### config.mk
export PLATFORM = sky130hd
export DESIGN_NAME = npu_out_collector
export DESIGN_NICKNAME = d
export VERILOG_FILES = /design/src/rtl/npu_out_collector.sv
export SDC_FILE = /design/constraint.sdc
export NUM_CORES = 1
export LEC_CHECK = 0
export CORE_MARGIN = 2
export CORE_UTILIZATION = 59
export DETAILED_ROUTE_END_ITERATION = 12
export PLACE_DENSITY = 0.79
export SYNTH_ARGS = -nofsm -noshare
export SYNTH_HDL_FRONTEND = slang
export SYNTH_SLANG_ARGS = --single-unit
### constraint.sdc
create_clock -name CLKEXT -period 3.7 [get_ports CLKEXT]
set_input_delay 0.74 -clock CLKEXT [delete_from_list [all_inputs] [get_ports CLKEXT]]
set_output_delay 0.74 -clock CLKEXT [all_outputs]
set_load 0.05 [all_outputs]
### src/rtl/npu_out_collector.sv
// Neuron result collector: assembles MSB-first 4-byte words into a small register
// file, with frame status, error flags and an optional argmax tracker (NPU_OUT_ARGMAX_EN).
module npu_out_collector #(
  parameter int N_MAX  = 10,
  parameter int DATA_W = 32,
  parameter int IDX_W  = 4
) (
  input  logic              CLKEXT,
  input  logic              RST,
  input  logic              EN_COL,
  input  logic [IDX_W-1:0]  NUM_NEURONS,
  input  logic              WR_EN,
  input  logic [7:0]        DIN,
  input  logic [IDX_W-1:0]  RD_ADDR,
  output logic [DATA_W-1:0] RD_DATA,
  output logic [IDX_W-1:0]  RES_CNT,
  output logic              DONE,
  output logic              BUSY,
  output logic [IDX_W-1:0]  CLASS_OUT,
  output logic              CLASS_VALID,
  output logic              ERR_FRAG,
  output logic              ERR_OVF
);

  typedef enum logic [1:0] {
    S_IDLE    = 2'd0,
    S_COLLECT = 2'd1,
    S_DONE    = 2'd2
  } state_t;

  state_t              r_state;
  state_t              w_state_nxt;
  logic                w_done_nxt;
  logic                w_busy_nxt;
  logic                r_done;
  logic                r_busy;
  logic [IDX_W-1:0]    r_n_exp;
  logic [IDX_W-1:0]    r_res_cnt;
  logic [1:0]          r_byte_cnt;
  logic [DATA_W-9:0]   r_hold;
  logic [DATA_W-1:0]   r_mem [N_MAX];
  logic [DATA_W-1:0]   r_rd_data;
  logic                r_err_frag;
  logic                r_err_ovf;

  logic                w_start;
  logic                w_commit;
  logic                w_last;
  logic [IDX_W-1:0]    w_cnt_inc;
  logic [IDX_W-1:0]    w_n_clamp;
  logic [DATA_W-1:0]   w_word;

  // A new frame may only be opened from IDLE or DONE; EN_COL mid-frame is ignored.
  assign w_start   = EN_COL && ((r_state == S_IDLE) || (r_state == S_DONE));
  assign w_commit  = (r_state == S_COLLECT) && WR_EN && (r_byte_cnt == 2'd3)
                     && (r_res_cnt < IDX_W'(N_MAX));
  assign w_word    = {r_hold, DIN};
  assign w_cnt_inc = r_res_cnt + IDX_W'(1);
  assign w_last    = (w_cnt_inc == r_n_exp);
  assign w_n_clamp = ((NUM_NEURONS == IDX_W'(0)) || (NUM_NEURONS > IDX_W'(N_MAX)))
                     ? IDX_W'(N_MAX) : NUM_NEURONS;

  // State register
  always_ff @(posedge CLKEXT) begin
    if (RST) begin
      r_state <= S_IDLE;
    end else begin
      r_state <= w_state_nxt;
    end
  end

  // Next-state logic
  always_comb begin
    w_state_nxt = r_state;
    case (r_state)
      S_IDLE: begin
        if (EN_COL) w_state_nxt = S_COLLECT;
        else        w_state_nxt = S_IDLE;
      end
      S_COLLECT: begin
        if (w_commit && w_last) w_state_nxt = S_DONE;
        else                    w_state_nxt = S_COLLECT;
      end
      S_DONE: begin
        if (EN_COL) w_state_nxt = S_COLLECT;
        else        w_state_nxt = S_DONE;
      end
      default: w_state_nxt = S_IDLE;
    endcase
  end

  // Status outputs decoded from the next state so they can be registered
  always_comb begin
    w_done_nxt = 1'b0;
    w_busy_nxt = 1'b0;
    case (w_state_nxt)
      S_COLLECT: w_busy_nxt = 1'b1;
      S_DONE:    w_done_nxt = 1'b1;
      default: begin
        w_done_nxt = 1'b0;
        w_busy_nxt = 1'b0;
      end
    endcase
  end

  // Registered status flags
  always_ff @(posedge CLKEXT) begin
    if (RST) begin
      r_done <= 1'b0;
      r_busy <= 1'b0;
    end else begin
      r_done <= w_done_nxt;
      r_busy <= w_busy_nxt;
    end
  end

  // Byte assembly, register file, read port and error flags
  always_ff @(posedge CLKEXT) begin
    if (RST) begin
      r_n_exp    <= IDX_W'(N_MAX);
      r_res_cnt  <= {IDX_W{1'b0}};
      r_byte_cnt <= 2'd0;
      r_hold     <= {(DATA_W-8){1'b0}};
      r_rd_data  <= {DATA_W{1'b0}};
      r_err_frag <= 1'b0;
      r_err_ovf  <= 1'b0;
      for (int i = 0; i < N_MAX; i++) begin
        r_mem[i] <= {DATA_W{1'b0}};
      end
    end else begin
      // Sees the pre-edge contents, so a same-edge commit reads back the old word.
      if (RD_ADDR < IDX_W'(N_MAX)) r_rd_data <= r_mem[RD_ADDR];
      else                         r_rd_data <= {DATA_W{1'b0}};

      if (w_start) begin
        r_n_exp    <= w_n_clamp;
        r_res_cnt  <= {IDX_W{1'b0}};
        r_byte_cnt <= 2'd0;
        r_err_frag <= 1'b0;
        r_err_ovf  <= 1'b0;
      end else if (r_state == S_COLLECT) begin
        if (WR_EN) begin
          if (r_byte_cnt == 2'd3) begin
            if (w_commit) begin
              r_mem[r_res_cnt] <= w_word;
              r_res_cnt        <= w_cnt_inc;
            end
            r_byte_cnt <= 2'd0;
          end else begin
            r_hold     <= {r_hold[DATA_W-17:0], DIN};
            r_byte_cnt <= r_byte_cnt + 2'd1;
          end
        end else if (r_byte_cnt != 2'd0) begin
          r_err_frag <= 1'b1;
          r_byte_cnt <= 2'd0;
        end
      end else if ((r_state == S_DONE) && WR_EN) begin
        r_err_ovf <= 1'b1;
      end
    end
  end

`ifdef NPU_OUT_ARGMAX_EN
  logic [DATA_W-1:0] r_max;
  logic [IDX_W-1:0]  r_class;

  // Running argmax: strict compare keeps the lower index on ties
  always_ff @(posedge CLKEXT) begin
    if (RST) begin
      r_max   <= {DATA_W{1'b0}};
      r_class <= {IDX_W{1'b0}};
    end else if (w_start) begin
      r_max   <= {DATA_W{1'b0}};
      r_class <= {IDX_W{1'b0}};
    end else if (w_commit && ((r_res_cnt == IDX_W'(0)) || (w_word > r_max))) begin
      r_max   <= w_word;
      r_class <= r_res_cnt;
    end
  end

  assign CLASS_OUT   = r_class;
  assign CLASS_VALID = r_done;
`else
  assign CLASS_OUT   = {IDX_W{1'b0}};
  assign CLASS_VALID = 1'b0;
`endif

  assign RD_DATA  = r_rd_data;
  assign RES_CNT  = r_res_cnt;
  assign DONE     = r_done;
  assign BUSY     = r_busy;
  assign ERR_FRAG = r_err_frag;
  assign ERR_OVF  = r_err_ovf;

endmodule

# Word-level counts from Yosys, hierarchy flattened
# Memory sizes are Yosys's and may differ from the RTL's. A register that Yosys moved wholly into a read port is not among the register bits.
# Cells that the tools add are included.
# totals
input_bits	20
memories	1
ramBits	320
register_bits	40
wordCells	68
latchBits	0
output_inout_bits	45
romBits	0
# classes
muxes	22
mul	0
bitwise	5
addsub	2
n_shift	0
n_lt_le_gt_ge	3
n_reduce_logical	20
div_mod_pow	0
n_eq_ne	6
# mem_list
name	words	word_bits	read_ports	rd_ports_with_merged_regs	write_ports	line	rtl
r_mem	10	32	1	1	10	41	logic [DATA_W-1:0] r_mem [N_MAX];
# ops
cell	count
$mux 32	1
$reduce_or 32->1	1
$mux 1	13
$mux 2	5
$lt 4x4->1 const B	2
$mux 4	2
$reduce_and 4->1	2
$eq 2x2->1 const B	3
$logic_and 1x1->1	6
$pmux 2 s3	1
$not 1->1	5
$add 4x1->4 const B	1
$eq 2x1->1 const B	2
$eq 4x4->1	1
$gt 4x4->1 const B	1
$logic_not 4->1	1
$reduce_and 2->1	2
$reduce_bool 2->1	2
$reduce_or 2->1	2
$reduce_and 3->1	1
$add 2x1->2 const B	1
$logic_not 2->1	1
$logic_or 1x1->1	2

# Depth between registers and ports, before layout
# Gate-level depths: netlist (run 1).
# logic_depth
word_depth	13
depth_mapped	7
depth_no_buf	5

# Worst setup path after synthesis (run 1)
# No wires, ideal clock.
# synth_timing
kind	input-to-reg
start	in RST
end	mem r_mem[1][0] (enable)
required_ns	3.272
path_slack_ns	0.205
stages	6
path_buffers	3
arrival_time_ns	3.067
setup_ns	0.428
path_cell_list	nor2b_1 -> clkbuf_2 -> buf_2 -> nand3b_1 -> buf_2 -> o21bai_1
# synth_rtl
element	line	rtl
from (decl)	9	input logic RST,
to (decl)	41	

# Worst setup path after layout (run 1)
# layout_timing
start	reg r_res_cnt[2], in the netlist RES_CNT[2]
end	out RES_CNT[2]
# layout_rtl
element	line	rtl
from (decl)	38	logic [IDX_W-1:0] r_res_cnt;
from (signal assigned)	121	r_res_cnt <= {IDX_W{1'b0}};
from (signal assigned)	137	r_res_cnt <= {IDX_W{1'b0}};
from (signal assigned)	146	r_res_cnt <= w_cnt_inc;
to (decl)	16	output logic [IDX_W-1:0] RES_CNT,
# No word-level cell between the ends.

==> flow_summary.yaml, run 1 <==
floorplanning:
  chipHeight_um: 173.3
  die_w_um: 173.3
  core_region_area_um2: 28010
  row_count: 61
  start_util_pct: 60.39
  dieArea_um2: 30040
  ios: 65
routing:
  wl_per_cell_um: 22.53
  drt-total-wl_mm: 37.59
  drt_first_pass_iters: 5
  vias_per_cell: 6.105
  ant_nets: 0
  dr_total_vias: 10180
  drc: 0
  first_iter_violations: 1012
synth:
  seq_area_frac_synth_pct: 65.33
  yosysUniqueCellTypes: 53
  synth_top_flop_cell: "edfxtp_1"
  synth_edf_count: 320
  synth.ff_latch_count: 392
  synth_top_cell_by_area: "edfxtp_1"
  synth_most_common_cell: "edfxtp_1"
  synthArstFlopShare_pct: 0
  synth.avg_cell_area_um2: 14.04
  synth_common_cells: "edfxtp_1, nor2_1, nand2_1"
  syn_area_um2: 16920
  yosysWarnings: 0
  synth_top_area_share_pct: 56.80
  netlist_instances: 1205
  synth_area_leaders: "edfxtp_1, dfxtp_1, mux4_2"
worst_setup_path:
  crit_type: "reg -> out"
  r2r_end: "r_mem[7][1]$_SDFFCE_PN0P_"
  worst_setup_path_end_kind: "primary output"
  r2r_slack_ps: 1050
  crit_path_max_fanout: 16
  slowest_stage: "clkdlybuf4s50_1"
  r2r-start: "r_byte_cnt[1]$_SDFFE_PP0P_"
  required_ps: 2960
  reg2regPathDepth: 5
  cp_top_family: "buffers and inverters"
  crit_chain: "clkdlybuf4s50_1"
  startpoint: "RES_CNT[2]$_SDFFE_PP0P_"
  crit_buf_inv: 1
  worstPathArrival_ps: 2140
  critPathLaunchType: "flip-flop"
  crit_path_max_incr_delay_ps: 920
run_status:
  status: "finished clean"
timing:
  fin_crit_ps: 2878
  fin_setup_tns_ps: 0
  whs_ps: 480.3
  max_freq_mhz: 347.5
  skew_ps: 15.29
  relSlewSlack_pct: 33.68
  hold_viol_final: 0
  finalSetupViolCount: 0
  slew_violations: 0
  rsz0062_at_grt: "no"
  fin_crit_sh_pct: 77.78
  worst_slew_pin_slew_ps: 994.8
worst_hold_path:
  worstHoldStart: "r_n_exp[0]$_SDFFE_PP0P_"
  hp-class: "reg -> reg"
  min_delay_path_depth: 2
  hold_path_end: "r_n_exp[0]$_SDFFE_PP0P_"
cells_and_area:
  drive_gt1_share_pct: 22.17
  diodes: 0
  fin_nets: 1284
  syn_to_final_growth_pct: 13.25
  stdcell_count: 1668
cts:
  cts_tree: "yes"
  post_cts_buffers: 0
  h-tree-depth: 2
  postCtsHoldBufs: 0
  cts_buffers: 40
  ctsResizeCount: 0
  clockBufferDepth: 3
  path_clk_slew_ps: 60
  root_buffer: "clkbuf_16"
  clk_latency_ps: 520
  clkSinkCount: 392
power_and_ir_drop:
  p_switching_mw: 2.028
  ir_drop_uv: 402.8
  power_switching_share_pct: 21.88
  p_leak_nw: 6.630
  power_frac_seq_pct: 54.0
  p_comb_share_pct: 6.8
  power_frac_clock_pct: 39.2
  cellPowerDensity_nw_per_um2: 483.9
  internal-power_mw: 7.241
placed_design:
  place_inst: 1597
  gp_congestion: 0.8155
  io_buffers: 59
  dp_hpwl_mm: 22.30
global_route:
  grt_pass1_wl_mm: 58.23
  grtUsageTotal_pct: 25.35
  antenna_found_initial: 0
  grt.overflow.total: 0
  grt_max_degree: 39
  grt_pass1_vias: 10100
run:
  cap_violations: 0
## power groups by stage
stage / Sequential (mW) / Combinational [mW] / Clock [mW]
floorplan: 5.16 / 0.340 / 0
global placement: 5.08 / 0.621 / 0
detailed placement: 5.09 / 0.633 / 0
CTS: 5.00 / 0.638 / 3.67
global route: 5.02 / 0.666 / 3.84
finish: 5.00 / 0.633 / 3.64
## worst max path at each step
stage / end / cells past startpoint
after CTS: RES_CNT[2] / 1
after global placement: r_mem[7][6]$_SDFFCE_PN0P_ / 5
final: RES_CNT[2] / 1
after floorplan: r_mem[1][0]$_SDFFCE_PN0P_ / 6
after detailed placement: r_mem[7][1]$_SDFFCE_PN0P_ / 5
after global routing: RES_CNT[2] / 1
## cell type report
class                   instances  area, µm²
flip-flops and latches        392      11050
fillers                      1898       8853
multi-input cells             685       5316
clock buffers                  55       1089
repair buffers                105       1015
well taps                     378      473.0
inverters                      37      138.9
clock inverters                16      75.07
## flip-flops by register name (all words and copies together) (netlist names)
name / cells
RES_CNT: 4
r_mem: 320
ERR_OVF: 1
r_byte_cnt: 2
r_hold: 24
BUSY: 1
r_state: 2
RD_DATA: 32
ERR_FRAG: 1
DONE: 1
r_n_exp: 4
## per-stage QoR
step	instance area, µm²	setup slack [ps]	power [mW]	utilization [%]
floorplan	16930	204.9	5.499	-
global placement	17990	796.1	5.702	64.24
detailed placement	17990	758.3	5.725	64.24
CTS	19160	837.3	9.313	68.39
global route	19160	739.6	9.519	68.39
finish	19160	822.0	9.269	68.39
## placed cells by master (no fill, tap or decap), types with 13 or more instances in the layout
cell / Yosys / routed
edfxtp_1: 320 / 320
nor2_1: 199 / 199
nand2_1: 117 / 117
dfxtp_1: 72 / 72
mux4_2: 64 / 64
clkdlybuf4s50_1: 0 / 56
clkbuf_16: 0 / 41
nor3_2: 39 / 40
buf_4: 14 / 39
inv_1: 37 / 37
and2_1: 33 / 33
mux2_2: 32 / 32
a22oi_1: 32 / 32
a21oi_1: 33 / 32
nor3_1: 28 / 27
nand4_2: 22 / 22
clkbuf_1: 21 / 13
## layer usage
layer	wire length (µm)	vias up	track usage, %
met3	3110	69	4.079
met1	15150	5117	35.27
li1	-	4504	-
met2	18410	493	41.27
met5	0	-	0
met4	917	0	8.545
## logic make-up after synthesis
family          count (synthesis)  synth area share, %
compound gates                 84                3.292
xor+xnor                        5               0.3403
fa+ha+maj                       3               0.2219
buf+inv                       132                3.994
flops                         392                65.33
mux                            96                10.65
other cells                     1              0.02217
simple gates                  492                16.15
Power figures use the tool's default switching activity.
==> run 2, diff against run 1 <==
--- a/config.mk
+++ b/config.mk
@@ -6,9 +6,9 @@
 export NUM_CORES = 1
 export LEC_CHECK = 0
 export CORE_MARGIN = 2
-export CORE_UTILIZATION = 59
+export CORE_UTILIZATION = 53
 export DETAILED_ROUTE_END_ITERATION = 12
-export PLACE_DENSITY = 0.79
+export PLACE_DENSITY = 0.75
 export SYNTH_ARGS = -nofsm -noshare
 export SYNTH_HDL_FRONTEND = slang
 export SYNTH_SLANG_ARGS = --single-unit
==> constraint.sdc (replaced) <==
create_clock -name CLKEXT -period 2.51 [get_ports CLKEXT]
set_input_delay 0.502 -clock CLKEXT [delete_from_list [all_inputs] [get_ports CLKEXT]]
set_output_delay 0.502 -clock CLKEXT [all_outputs]
set_load 0.05 [all_outputs]
==> run 2 against run 1 <==
Compared with the run above: routed wire length grew 3.7%; hold slack lost 94 ps; sequential power grew 47%; non-clock buffer count grew 12; cell area grew 2.4%; flip-flop and latch count is the same; utilization shrank 6.1 points; first-iteration DRC count grew 1.1%; global-route usage shrank 1.3 points; die area grew 11%; critical path type unchanged; largest cell class unchanged; largest power group unchanged.
==> flow_summary.yaml, run 2 (synthesis gave the netlist of run 1 again) <==
run_status:
  status: "finished clean"
worst_hold_path:
  worstHoldStart: "RST"
  hp-class: "in -> reg"
floorplanning:
  dieArea_um2: 33360
  core_region_area_um2: 31470
  ios: 65
  start_util_pct: 53.75
  row_count: 65
  chipHeight_um: 182.7
  die_w_um: 182.7
cts:
  clockBufferDepth: 3
  clkSinkCount: 392
  path_clk_slew_ps: 60
  h-tree-depth: 2
  root_buffer: "clkbuf_16"
  cts_buffers: 39
  clk_latency_ps: 530
  postCtsHoldBufs: 0
  post_cts_buffers: 0
  cts_tree: "yes"
cells_and_area:
  fin_util_pct: 62.34
  layout_commonest_cell: "edfxtp_1"
  drive_gt1_share_pct: 23.73
  final_cell_mix: "edfxtp_1, nor2_1, nand2_1"
  final-seq-area_um2: 11050
  diodes: 0
  n_fill_cell: 2296
  syn_to_final_growth_pct: 15.98
  top_register: "r_mem"
  multiInputGateArea_um2: 5316
  largest_reg_flops: 320
  stdcell_count: 1704
  fin_nets: 1295
timing:
  relSlewSlack_pct: 60.11
  fin_setup_tns_ps: 0
  fin_crit_sh_pct: 96.27
  max_freq_mhz: 413.9
  finalSetupViolCount: 0
  rsz0062_at_grt: "no"
  hold_viol_final: 0
  fin_crit_ps: 2416
  whs_ps: 386.2
  slew_violations: 0
  worst_slew_pin_slew_ps: 598.3
  skew_ps: 13.62
placed_design:
  place_inst: 1633
  dp_hpwl_mm: 22.66
  io_buffers: 59
  gp_congestion: 0.8125
global_route:
  grt.overflow.total: 0
  grt_pass1_vias: 10510
  grtUsageTotal_pct: 24.10
  grt_max_degree: 38
  antenna_found_initial: 0
  grt_pass1_wl_mm: 60.83
worst_setup_path:
  critPathLaunchType: "flip-flop"
  r2r-start: "r_byte_cnt[1]$_SDFFE_PP0P_"
  crit_chain: "clkdlybuf4s50_1"
  worst_setup_path_end_kind: "primary output"
  startpoint: "RES_CNT[0]$_SDFFE_PP0P_"
  slowest_stage: "clkdlybuf4s50_1"
  crit_path_max_fanout: 9
  crit_path_max_incr_delay_ps: 880
  cp_top_family: "buffers and inverters"
  r2r_slack_ps: 400
  worstPathArrival_ps: 1910
  required_ps: 2010
  crit_type: "reg -> out"
  crit_buf_inv: 1
power_and_ir_drop:
  power.total_mw: 14.21
  ir_drop_uv: 637.7
  p_leak_nw: 6.849
  cellPowerDensity_nw_per_um2: 724.0
routing:
  drt_first_pass_iters: 6
  first_iter_violations: 1023
  dr_total_vias: 10280
  wl_per_cell_um: 22.87
  drc: 0
  drt-total-wl_mm: 38.97
  ant_nets: 0
  vias_per_cell: 6.034
run:
  cap_violations: 0
==> run 2: layout make-up <==
| class | count | share of cell area (%) |
|---|---|---|
| Clock buffer | 53 | 5.720 |
| Inverter | 37 | 0.7079 |
| Clock inverter | 18 | 0.8545 |
| Sequential cell | 392 | 56.33 |
| Timing Repair Buffer | 117 | 6.728 |
| Tap cell | 402 | 2.564 |
| Multi-Input combinational cell | 685 | 27.10 |
==> run 2: worst paths after layout <==
kind	cells after the start	endpoint
worst max-delay path	1	RES_CNT[0]
worst min-delay path	2	r_hold[0]$_SDFFE_PP0P_
worst max register to register	5	r_mem[1][29]$_SDFFCE_PN0P_
worst min register to register	2	r_n_exp[0]$_SDFFE_PP0P_
==> run 2: routing by layer <==
metal / GRT usage [%] / part of all wire (%) / vias to the layer above
li1: - / - / 4542
met1: 32.07 / 40 / 5201
met2: 40.18 / 49 / 461
met3: 4.530 / 8.0 / 78
met4: 8.226 / 3.0 / 0
met5: 0 / 0 / -
==> run 2: where the power goes <==
part	total (mW)	internal, mW	switching, mW
logic	0.990	0.405	0.585
clock network	5.85	3.45	2.40
registers	7.37	7.28	0.0881
total	14.2	11.1	3.07
==> run 2: metrics by stage <==
step | area, µm² | setup WS, ps
global placement | 18330 | -27.76
detailed placement | 18330 | -36.71
CTS | 19620 | 39.91
finish | 19620 | 93.69
floorplan | 16950 | -205.0
global route | 19620 | 36.52
==> run 2: repair_timing <==
action / in CTS / in global routing
resized for setup: 0 / 1
setup endpoints to repair: 0 / 1
hold endpoints to repair: 0 / 0
